**src/rtl/spi_fram_master_if.sv**
```systemverilog
// Host request/response and SPI pin bundle for the FRAM master.
// The slave modport is the controller; the master modport is the host plus the FRAM device.
interface spi_fram_master_if;
    logic        req;
    logic        we;
    logic [23:0] addr;
    logic [7:0]  wdata;
    logic [7:0]  rdata;
    logic        busy;
    logic        done;
    logic        n_ss;
    logic        sclk;
    logic        mosi;
    logic        miso;

    modport master (
        output req, we, addr, wdata, miso,
        input  rdata, busy, done, n_ss, sclk, mosi
    );

    modport slave (
        input  req, we, addr, wdata, miso,
        output rdata, busy, done, n_ss, sclk, mosi
    );
endinterface

```
**src/rtl/spi_fram_master.sv**
```systemverilog
// SPI mode-0 master issuing single-byte FRAM READ, or WREN followed by WRITE.
// Every frame is SHIFT (bits), HOLD (CS kept low one half-period), GAP (CS high).
module spi_fram_master #(
    parameter int CLK_DIV = 2,
    parameter int CS_GAP  = 4
) (
    input  logic             clk,
    input  logic             rst,
    spi_fram_master_if.slave bus
);
    typedef enum logic [2:0] {IDLE, SHIFT, HOLD, GAP, DONE} state_t;

    localparam logic [7:0] DIV_M1 = 8'(CLK_DIV - 1);
    localparam logic [7:0] GAP_M1 = 8'(CS_GAP - 1);

    state_t      state_r;
    logic [7:0]  cnt_r;
    logic [5:0]  bit_r;
    logic [5:0]  last_r;
    logic [39:0] tx_r;
    logic [7:0]  rx_r;
    logic        we_r;
    logic        wren_r;
    logic [23:0] addr_r;
    logic [7:0]  wdata_r;
    logic        n_ss_r;
    logic        sclk_r;
    logic        mosi_r;
    logic        busy_r;
    logic        done_r;
    logic [7:0]  rdata_r;
    logic [39:0] start_frame_s;
    logic [39:0] wr_frame_s;

    // Frame image, left-justified and MSB first; a WREN frame uses only its top byte.
    function automatic logic [39:0] frame_word(input logic wren, input logic wr,
                                               input logic [23:0] a, input logic [7:0] d);
        if (wren) begin
            return {8'h06, 32'h0000_0000};
        end else if (wr) begin
            return {8'h02, a, d};
        end else begin
            return {8'h03, a, 8'h00};
        end
    endfunction

    assign start_frame_s = frame_word(bus.we, bus.we, bus.addr, bus.wdata);
    assign wr_frame_s    = frame_word(1'b0, 1'b1, addr_r, wdata_r);

    assign bus.n_ss  = n_ss_r;
    assign bus.sclk  = sclk_r;
    assign bus.mosi  = mosi_r;
    assign bus.busy  = busy_r;
    assign bus.done  = done_r;
    assign bus.rdata = rdata_r;

    // Transaction sequencer with all SPI and handshake outputs registered.
    always_ff @(posedge clk) begin
        if (rst) begin
            state_r <= IDLE;
            cnt_r   <= 8'd0;
            bit_r   <= 6'd0;
            last_r  <= 6'd0;
            tx_r    <= 40'd0;
            rx_r    <= 8'd0;
            we_r    <= 1'b0;
            wren_r  <= 1'b0;
            addr_r  <= 24'd0;
            wdata_r <= 8'd0;
            n_ss_r  <= 1'b1;
            sclk_r  <= 1'b0;
            mosi_r  <= 1'b0;
            busy_r  <= 1'b0;
            done_r  <= 1'b0;
            rdata_r <= 8'd0;
        end else begin
            done_r <= 1'b0;
            case (state_r)
                IDLE, DONE: begin
                    if (bus.req) begin
                        we_r    <= bus.we;
                        wren_r  <= bus.we;
                        addr_r  <= bus.addr;
                        wdata_r <= bus.wdata;
                        last_r  <= bus.we ? 6'd7 : 6'd39;
                        bit_r   <= 6'd0;
                        cnt_r   <= 8'd0;
                        tx_r    <= {start_frame_s[38:0], 1'b0};
                        mosi_r  <= start_frame_s[39];
                        n_ss_r  <= 1'b0;
                        sclk_r  <= 1'b0;
                        busy_r  <= 1'b1;
                        state_r <= SHIFT;
                    end else begin
                        state_r <= IDLE;
                    end
                end
                SHIFT: begin
                    if (cnt_r == DIV_M1) begin
                        cnt_r <= 8'd0;
                        if (!sclk_r) begin
                            sclk_r <= 1'b1;
                            // Bits 32..39 of a read frame are the data byte clocked in from the FRAM.
                            if (!we_r && bit_r >= 6'd32) begin
                                rx_r <= {rx_r[6:0], bus.miso};
                            end
                        end else begin
                            sclk_r <= 1'b0;
                            if (bit_r == last_r) begin
                                bit_r   <= 6'd0;
                                state_r <= HOLD;
                            end else begin
                                bit_r  <= bit_r + 6'd1;
                                mosi_r <= tx_r[39];
                                tx_r   <= {tx_r[38:0], 1'b0};
                            end
                        end
                    end else begin
                        cnt_r <= cnt_r + 8'd1;
                    end
                end
                HOLD: begin
                    if (cnt_r == DIV_M1) begin
                        cnt_r   <= 8'd0;
                        n_ss_r  <= 1'b1;
                        mosi_r  <= 1'b0;
                        state_r <= GAP;
                    end else begin
                        cnt_r <= cnt_r + 8'd1;
                    end
                end
                GAP: begin
                    if (cnt_r == GAP_M1) begin
                        cnt_r <= 8'd0;
                        if (wren_r) begin
                            wren_r  <= 1'b0;
                            last_r  <= 6'd39;
                            bit_r   <= 6'd0;
                            tx_r    <= {wr_frame_s[38:0], 1'b0};
                            mosi_r  <= wr_frame_s[39];
                            n_ss_r  <= 1'b0;
                            state_r <= SHIFT;
                        end else begin
                            done_r  <= 1'b1;
                            busy_r  <= 1'b0;
                            state_r <= DONE;
                            if (!we_r) begin
                                rdata_r <= rx_r;
                            end
                        end
                    end else begin
                        cnt_r <= cnt_r + 8'd1;
                    end
                end
                default: begin
                    state_r <= IDLE;
                    n_ss_r  <= 1'b1;
                    sclk_r  <= 1'b0;
                    mosi_r  <= 1'b0;
                    busy_r  <= 1'b0;
                end
            endcase
        end
    end
endmodule
```
**src/flat_wrapper.sv**
```systemverilog
// flat-port wrapper written by rule: the top's interface ports become plain ports
module spi_fram_master_flat 
#(
    parameter int CLK_DIV = 2,
    parameter int CS_GAP  = 4
)
  (clk, rst, bus_req, bus_we, bus_addr, bus_wdata, bus_miso, bus_rdata, bus_busy, bus_done, bus_n_ss, bus_sclk, bus_mosi);
  spi_fram_master_if bus_i ();
  input  logic clk;
  input  logic rst;
  input wire logic [$bits(bus_i.req)-1:0] bus_req;
  input wire logic [$bits(bus_i.we)-1:0] bus_we;
  input wire logic [$bits(bus_i.addr)-1:0] bus_addr;
  input wire logic [$bits(bus_i.wdata)-1:0] bus_wdata;
  input wire logic [$bits(bus_i.miso)-1:0] bus_miso;
  output wire logic [$bits(bus_i.rdata)-1:0] bus_rdata;
  output wire logic [$bits(bus_i.busy)-1:0] bus_busy;
  output wire logic [$bits(bus_i.done)-1:0] bus_done;
  output wire logic [$bits(bus_i.n_ss)-1:0] bus_n_ss;
  output wire logic [$bits(bus_i.sclk)-1:0] bus_sclk;
  output wire logic [$bits(bus_i.mosi)-1:0] bus_mosi;
  assign bus_i.req = bus_req;
  assign bus_i.we = bus_we;
  assign bus_i.addr = bus_addr;
  assign bus_i.wdata = bus_wdata;
  assign bus_i.miso = bus_miso;
  assign bus_rdata = bus_i.rdata;
  assign bus_busy = bus_i.busy;
  assign bus_done = bus_i.done;
  assign bus_n_ss = bus_i.n_ss;
  assign bus_sclk = bus_i.sclk;
  assign bus_mosi = bus_i.mosi;
  spi_fram_master #(.CLK_DIV(CLK_DIV), .CS_GAP(CS_GAP)) u_core (.clk(clk), .rst(rst), .bus(bus_i));
endmodule
```
**config.mk**
```make
export PLATFORM = sky130hd
export DESIGN_NAME = spi_fram_master_flat
export DESIGN_NICKNAME = d
export VERILOG_FILES = /design/src/rtl/spi_fram_master_if.sv /design/src/rtl/spi_fram_master.sv /design/src/flat_wrapper.sv
export SDC_FILE = /design/constraint.sdc
export NUM_CORES = 1
export LEC_CHECK = 0
export BUFFER_PORTS_ARGS = -buffer_cell sky130_fd_sc_hd__buf_2
export CAP_MARGIN = 25
export CORE_ASPECT_RATIO = 0.8
export CORE_MARGIN = 2
export CORE_UTILIZATION = 30
export DETAILED_ROUTE_END_ITERATION = 16
export PLACE_DENSITY = 0.48
export SKIP_CTS_REPAIR_TIMING = 1
export SYNTH_ARGS = -nofsm -noshare
export SYNTH_HDL_FRONTEND = slang
export SYNTH_SLANG_ARGS = --single-unit
```
**constraint.sdc**
```tcl
create_clock -name clk -period 5.2 [get_ports clk]
set_clock_uncertainty 0.1 [all_clocks]
set_input_delay 0.52 -clock clk [delete_from_list [all_inputs] [get_ports clk]]
set_output_delay 0.52 -clock clk [all_outputs]
set_load 0.03 [all_outputs]
```
After elaboration in Yosys (flattened, before gate mapping)
Cells that the tools add are included.
- bits in registers: 118
- input bits: 37
- output and inout bits: 13
- logic and storage cells: 120
- $add $sub $neg: 2
- $lt $le $gt $ge: 1
- eq/ne operators: 16
- mux-type cells: 54
- bitwise logic cells: 8
- reduce and logical (&&, ||, !) cells: 23
- operators by type and width (kind ; number):
    $mux 40 ; 6
    $pmux 40 s3 ; 1
    $mux 6 ; 10
    $mux 35 ; 1
    $mux 8 ; 3
    $pmux 8 s3 ; 1
    $mux 1 ; 18
    $mux 3 ; 6
    $pmux 6 s3 ; 1
    $reduce_and 4->1 ; 4
    $reduce_and 7->1 ; 2
    $ne 2x1->1 const B ; 6
    $pmux 3 s4 ; 1
    $pmux 6 s2 ; 1
    $reduce_and 5->1 ; 2
    $add 8x1->8 const B ; 1
    $eq 8x1->1 const B ; 1
    $eq 8x2->1 const B ; 1
    $not 1->1 ; 8
    $pmux 1 s4 ; 2
    $add 6x1->6 const B ; 1
    $eq 3x2->1 const B ; 2
    $eq 6x6->1 ; 1
    $ge 6x6->1 const B ; 1
    15 further kinds ; 23

Logic depth before layout (Yosys ltp)
- depth after elaboration: 5
- mapped depth: 9
- depth with buffers taken out: 7

Least setup slack after synthesis
Ideal clock, no wire load.
- path type: reg2reg
- start: register u_core.cnt_r[0]
- end: register u_core.cnt_r[4]
- library setup time: 0.062 ns
- arrival: 2.075 ns
- required time: 5.038 ns
- setup slack: 2.963 ns
- cell stages (with the launch flop): 7
- buffers on the path: 0
- clock period less this slack: 2.237 ns
- path through: dfxtp_1 ha_1 and3_1 o211a_1 a2111oi_1 a21o_1 a22o_1
- word-level cells in the longest chain between the ends: 3
- elaborated cells between the ends (all ways): 6
- those cells by class: add/sub: 1; eq/ne: 2; mux: 3
- ends and longest elaborated chain (item ; line ; text):
    from (decl) ; spi_fram_master.sv:17 ; logic [7:0] cnt_r;
    from (signal assigned) ; spi_fram_master.sv:119 ; cnt_r <= cnt_r + 8'd1;
    from (signal assigned) ; spi_fram_master.sv:129 ; cnt_r <= cnt_r + 8'd1;
    from (signal assigned) ; spi_fram_master.sv:152 ; cnt_r <= cnt_r + 8'd1;
    $add 8x1->8, or another cell as far along ; spi_fram_master.sv:119, spi_fram_master.sv:129, spi_fram_master.sv:152 ;
    $mux 8 (on tied branches) ; spi_fram_master.sv:133, spi_fram_master.sv:99, spi_fram_master.sv:123 ;
    $pmux 8 s3 * ; spi_fram_master.sv:78 ; case (state_r)
Mark *: on every way between the ends. The rest lies on a longest branch, timed or not.
A chain may end at the register's enable or synchronous reset.

Final worst setup path
- start: register u_core.state_r[1]
- end: register u_core.tx_r[12]
- word-level cells in the longest chain between the ends: 4
- elaborated cells between the ends (all ways): 14
- those cells by class: eq/ne: 9; mux: 1; reduce/logical: 4
- ends and longest elaborated chain (item ; line ; text):
    from (decl) ; spi_fram_master.sv:16 ; state_t state_r;
    from (signal assigned) ; spi_fram_master.sv:60 ; state_r <= IDLE;
    from (signal assigned) ; spi_fram_master.sv:93 ; state_r <= SHIFT;
    from (signal assigned) ; spi_fram_master.sv:95 ; state_r <= IDLE;
    $eq 3x3->1 / $logic_not 3->1 (equally long branches) ; spi_fram_master.sv:78 ;
    $reduce_or 2->1 ; spi_fram_master.sv:78 ;
    $ne 2x2->1 (no line) / $reduce_bool 3->1 (equally long branches) ; -- ;
    $reduce_and 7->1 (no line) ; -- ;
    to (signal assigned) ; spi_fram_master.sv:88 ; tx_r <= {start_frame_s[38:0], 1'b0};
    to (signal assigned) ; spi_fram_master.sv:115 ; tx_r <= {tx_r[38:0], 1'b0};
    to (signal assigned) ; spi_fram_master.sv:139 ; tx_r <= {wr_frame_s[38:0], 1'b0};
    to (decl) ; spi_fram_master.sv:20 ; logic [39:0] tx_r;
Several ways; a longest one is shown, not always the timed one.

==> results by group <==
Routing
  • Initial drt markers: 438
  • Final ANT Viol Nets: 0
  • Final WL: 13000 µm
  • Vias per cell: 5.18
  • Remaining DRCs: 0
  • DR pass1 iterations: 5
  • Avg WL per Cell: 15.4 µm
  • Via count: 4364

Yosys
  • Synth cell count leaders: 113 x dfxtp_1, 113 x nand2_1, 80 x a21oi_1, 40 x clkbuf_1, 35 x nor2_1
  • Largest family of logic cells by synthesized area: compound AO/OA/AOI/OAI gates
  • Post-Syn Nets: 619
  • Adder-Cell Fraction of Synth Area: 0.999%
  • Cell accounting for the most synthesized area: dfxtp_1
  • Post-Syn Area: 5010 µm²
  • Mux contribution to synthesized area: 4.00%
  • Top-area cell type share of the netlist area: 45.1%
  • Syn_area_per_cell: 8.67 µm²
  • Post-synth EDFFs: 0
  • Syn. warnings: 0
  • Cells after Synth: 578
  • Synth cell types: 63
  • Synth area leaders: dfxtp_1 45%, nand2_1 8.5%, a21oi_1 8.0%
  • Sequential area share after synthesis: 45.1%
  • Ys async rst share: 0%
  • Top FF cell, synth: dfxtp_1
  • Simple-gate share of the synthesized area: 17.1%
  • Compound-Gate Fraction of Synth Area: 27.3%
  • #FFs+latches synth: 113
  • Synth Area in XOR/XNOR: 0.524%

GRT
  • Tot GR Track Use: 15.2%
  • Vias in the first global route: 4214
  • First-pass GRT wire length: 21600 µm
  • GR Overflow Total: 0
  • Initial antenna violation count: 0
  • Pin count of the biggest net entering global routing: 67

Placed design
  • Hpwl dp: 8050 µm
  • Routability congestion estimate: 0.782
  • Port Buffers: 49

Timing
  • Fin crit share: 67.9%
  • Final setup viols: 0
  • Fmax: 283 MHz
  • Slew Viols, Final: 0
  • RSZ-0062 raised after global routing: no
  • Least-Margin Pin Slew: 0.871 ns
  • Setup TNS after final layout: 0 ns
  • Rel. slew slack: 42.0%
  • Final hold vios: 0
  • Minimum clock period: 3.53 ns
  • Smallest hold slack: 0.233 ns

Die
  • Die W: 148 µm
  • Die area: 17800 µm²
  • Core area: 16400 µm²
  • # rows: 42
  • IO Count: 50
  • Initial Utilization: 30.5%
  • Die height: 120 µm

Setup path
  • CP Class: register to register
  • Worst-path fanout max: 35
  • Startpoint Class: register
  • Crit end category: register
  • Worst EP arrival: 3.69 ns
  • Required @ worst endpoint: 5.36 ns

Layout
  • Fill count: 1650
  • Fin nets: 650
  • Antenna fix cells: 0
  • Reg area: 2260 µm²
  • Multi-input gate area: 2510 µm²
  • Layout area overhead: 21.1%
  • Share of cells above drive strength 1: 19.3%

Clocking
  • CTS tree: done
  • Clk sinks: 113
  • Number of buffers created by CTS: 17
  • CTS H-tree depth: 4
  • Clock slew at reported path FFs: 0.06 ns
  • Clk Latency, worst-skew pair: 0.42 ns
  • Clock root cell: clkbuf_16
  • CTS max path bufs: 2

Hold path
  • Min-Delay Path Class: primary input to register

Job
  • MaxCap Viol Count: 0

Power
  • VDD IR max: 0.250 mV
  • Static leakage power: 2.28 nW
  • Pwr dens: 422 nW/µm²

Outcome
  • Status: complete, no violations
cell usage in the layout (no fill, tap or decap), drive strengths merged, types with 5 or more instances in the layout:
cell type,n
mux2i,20
nor4,5
a311oi,26
nand2,113
clkbuf,18
buf,59
dfxtp,113
a211oi,11
a22oi,32
o21ai,6
inv,13
nand3,9
nor2,35
bufinv,5
a21oi,80
final cells by class:
cell class / instances / area share, %
inverter: 12 / 0.742
sequential: 113 / 37.3
tap: 220 / 4.54
timing repair buffer: 59 / 5.44
clock buffer: 18 / 7.07
clock inverter: 14 / 3.51
multi-input combinational: 406 / 41.4
worst paths after layout:
| path | cells past startpoint | from | slack [ns] | endpoint |
|---|---|---|---|---|
| worst max-delay path | 8 | u_core.state_r[1]$_SDFFE_PP0P_ | 1.67 | u_core.tx_r[12]$_SDFFE_PP0P_ |
| worst min-delay path | 3 | bus_miso | 0.23 | u_core.rx_r[0]$_SDFFE_PP0P_ |
| worst max register to register | 8 | u_core.state_r[1]$_SDFFE_PP0P_ | 1.67 | u_core.tx_r[12]$_SDFFE_PP0P_ |
| worst min register to register | 2 | u_core.addr_r[14]$_SDFFE_PP0P_ | 0.35 | u_core.addr_r[14]$_SDFFE_PP0P_ |
routing by layer:
metal  global-route usage, %  wire, µm  up-vias
li1                        -         -     2170
met1                    21.0      6430     2086
met2                    23.0      5820       98
met3                    3.88       604       10
met4                    5.65       110        0
met5                       0         0        -
power breakdown:
| part | internal (W) | total, W | leakage (nW) | switching (W) |
|---|---|---|---|---|
| combinational | 0.000125 | 0.000331 | 1.05 | 0.000206 |
| clock | 0.000847 | 0.00126 | 0.302 | 0.000410 |
| sequential | 0.000929 | 0.000972 | 0.923 | 0.0000433 |
| total | 0.00190 | 0.00256 | 2.28 | 0.000660 |
metrics by stage:
step	cell area (µm²)	power (W)	utilization, %	worst slack [ns]	instances
floorplan	5010	0.00123	-	2.96	578
global placement	5410	0.00131	32.9	1.74	809
detailed placement	5430	0.00132	33.0	1.70	810
CTS	6070	0.00259	36.9	1.68	842
global route	6070	0.00268	36.9	1.35	842
finish	6070	0.00256	36.9	1.67	842
state kept, by name, indices dropped and copies added, names as in the netlist:
| signal | cells |
|---|---|
| u_core.addr_r | 24 |
| u_core.bit_r | 6 |
| u_core.bus.busy | 1 |
| u_core.bus.done | 1 |
| u_core.bus.mosi | 1 |
| u_core.bus.n_ss | 1 |
| u_core.bus.rdata | 8 |
| u_core.bus.sclk | 1 |
| u_core.cnt_r | 8 |
| u_core.last_r | 2 |
| u_core.rx_r | 8 |
| u_core.state_r | 3 |
| u_core.tx_r | 39 |
| u_core.wdata_r | 8 |
| u_core.we_r | 1 |
| u_core.wren_r | 1 |
worst max-delay path: stages, from the launching register on:
cell and delay (ns):
dfxtp_1 0.74, and3b_1 0.25, buf_4 0.34, nor2_1 0.13
o21ai_2 0.07, buf_4 0.38, and2_1 0.77, buf_4 0.42
a311oi_2 0.15
logic make-up (layout without fill, tap and decap cells):
family	after synthesis	count (layout)
buffers and inverters	59	103
muxes	20	20
and+or+nand+nor	192	192
adders and majority gates	4	4
xor gates and xnor gates	3	3
DFF	113	113
AOI/OAI and AO/OA	187	187
Power figures use the tool's default switching activity.
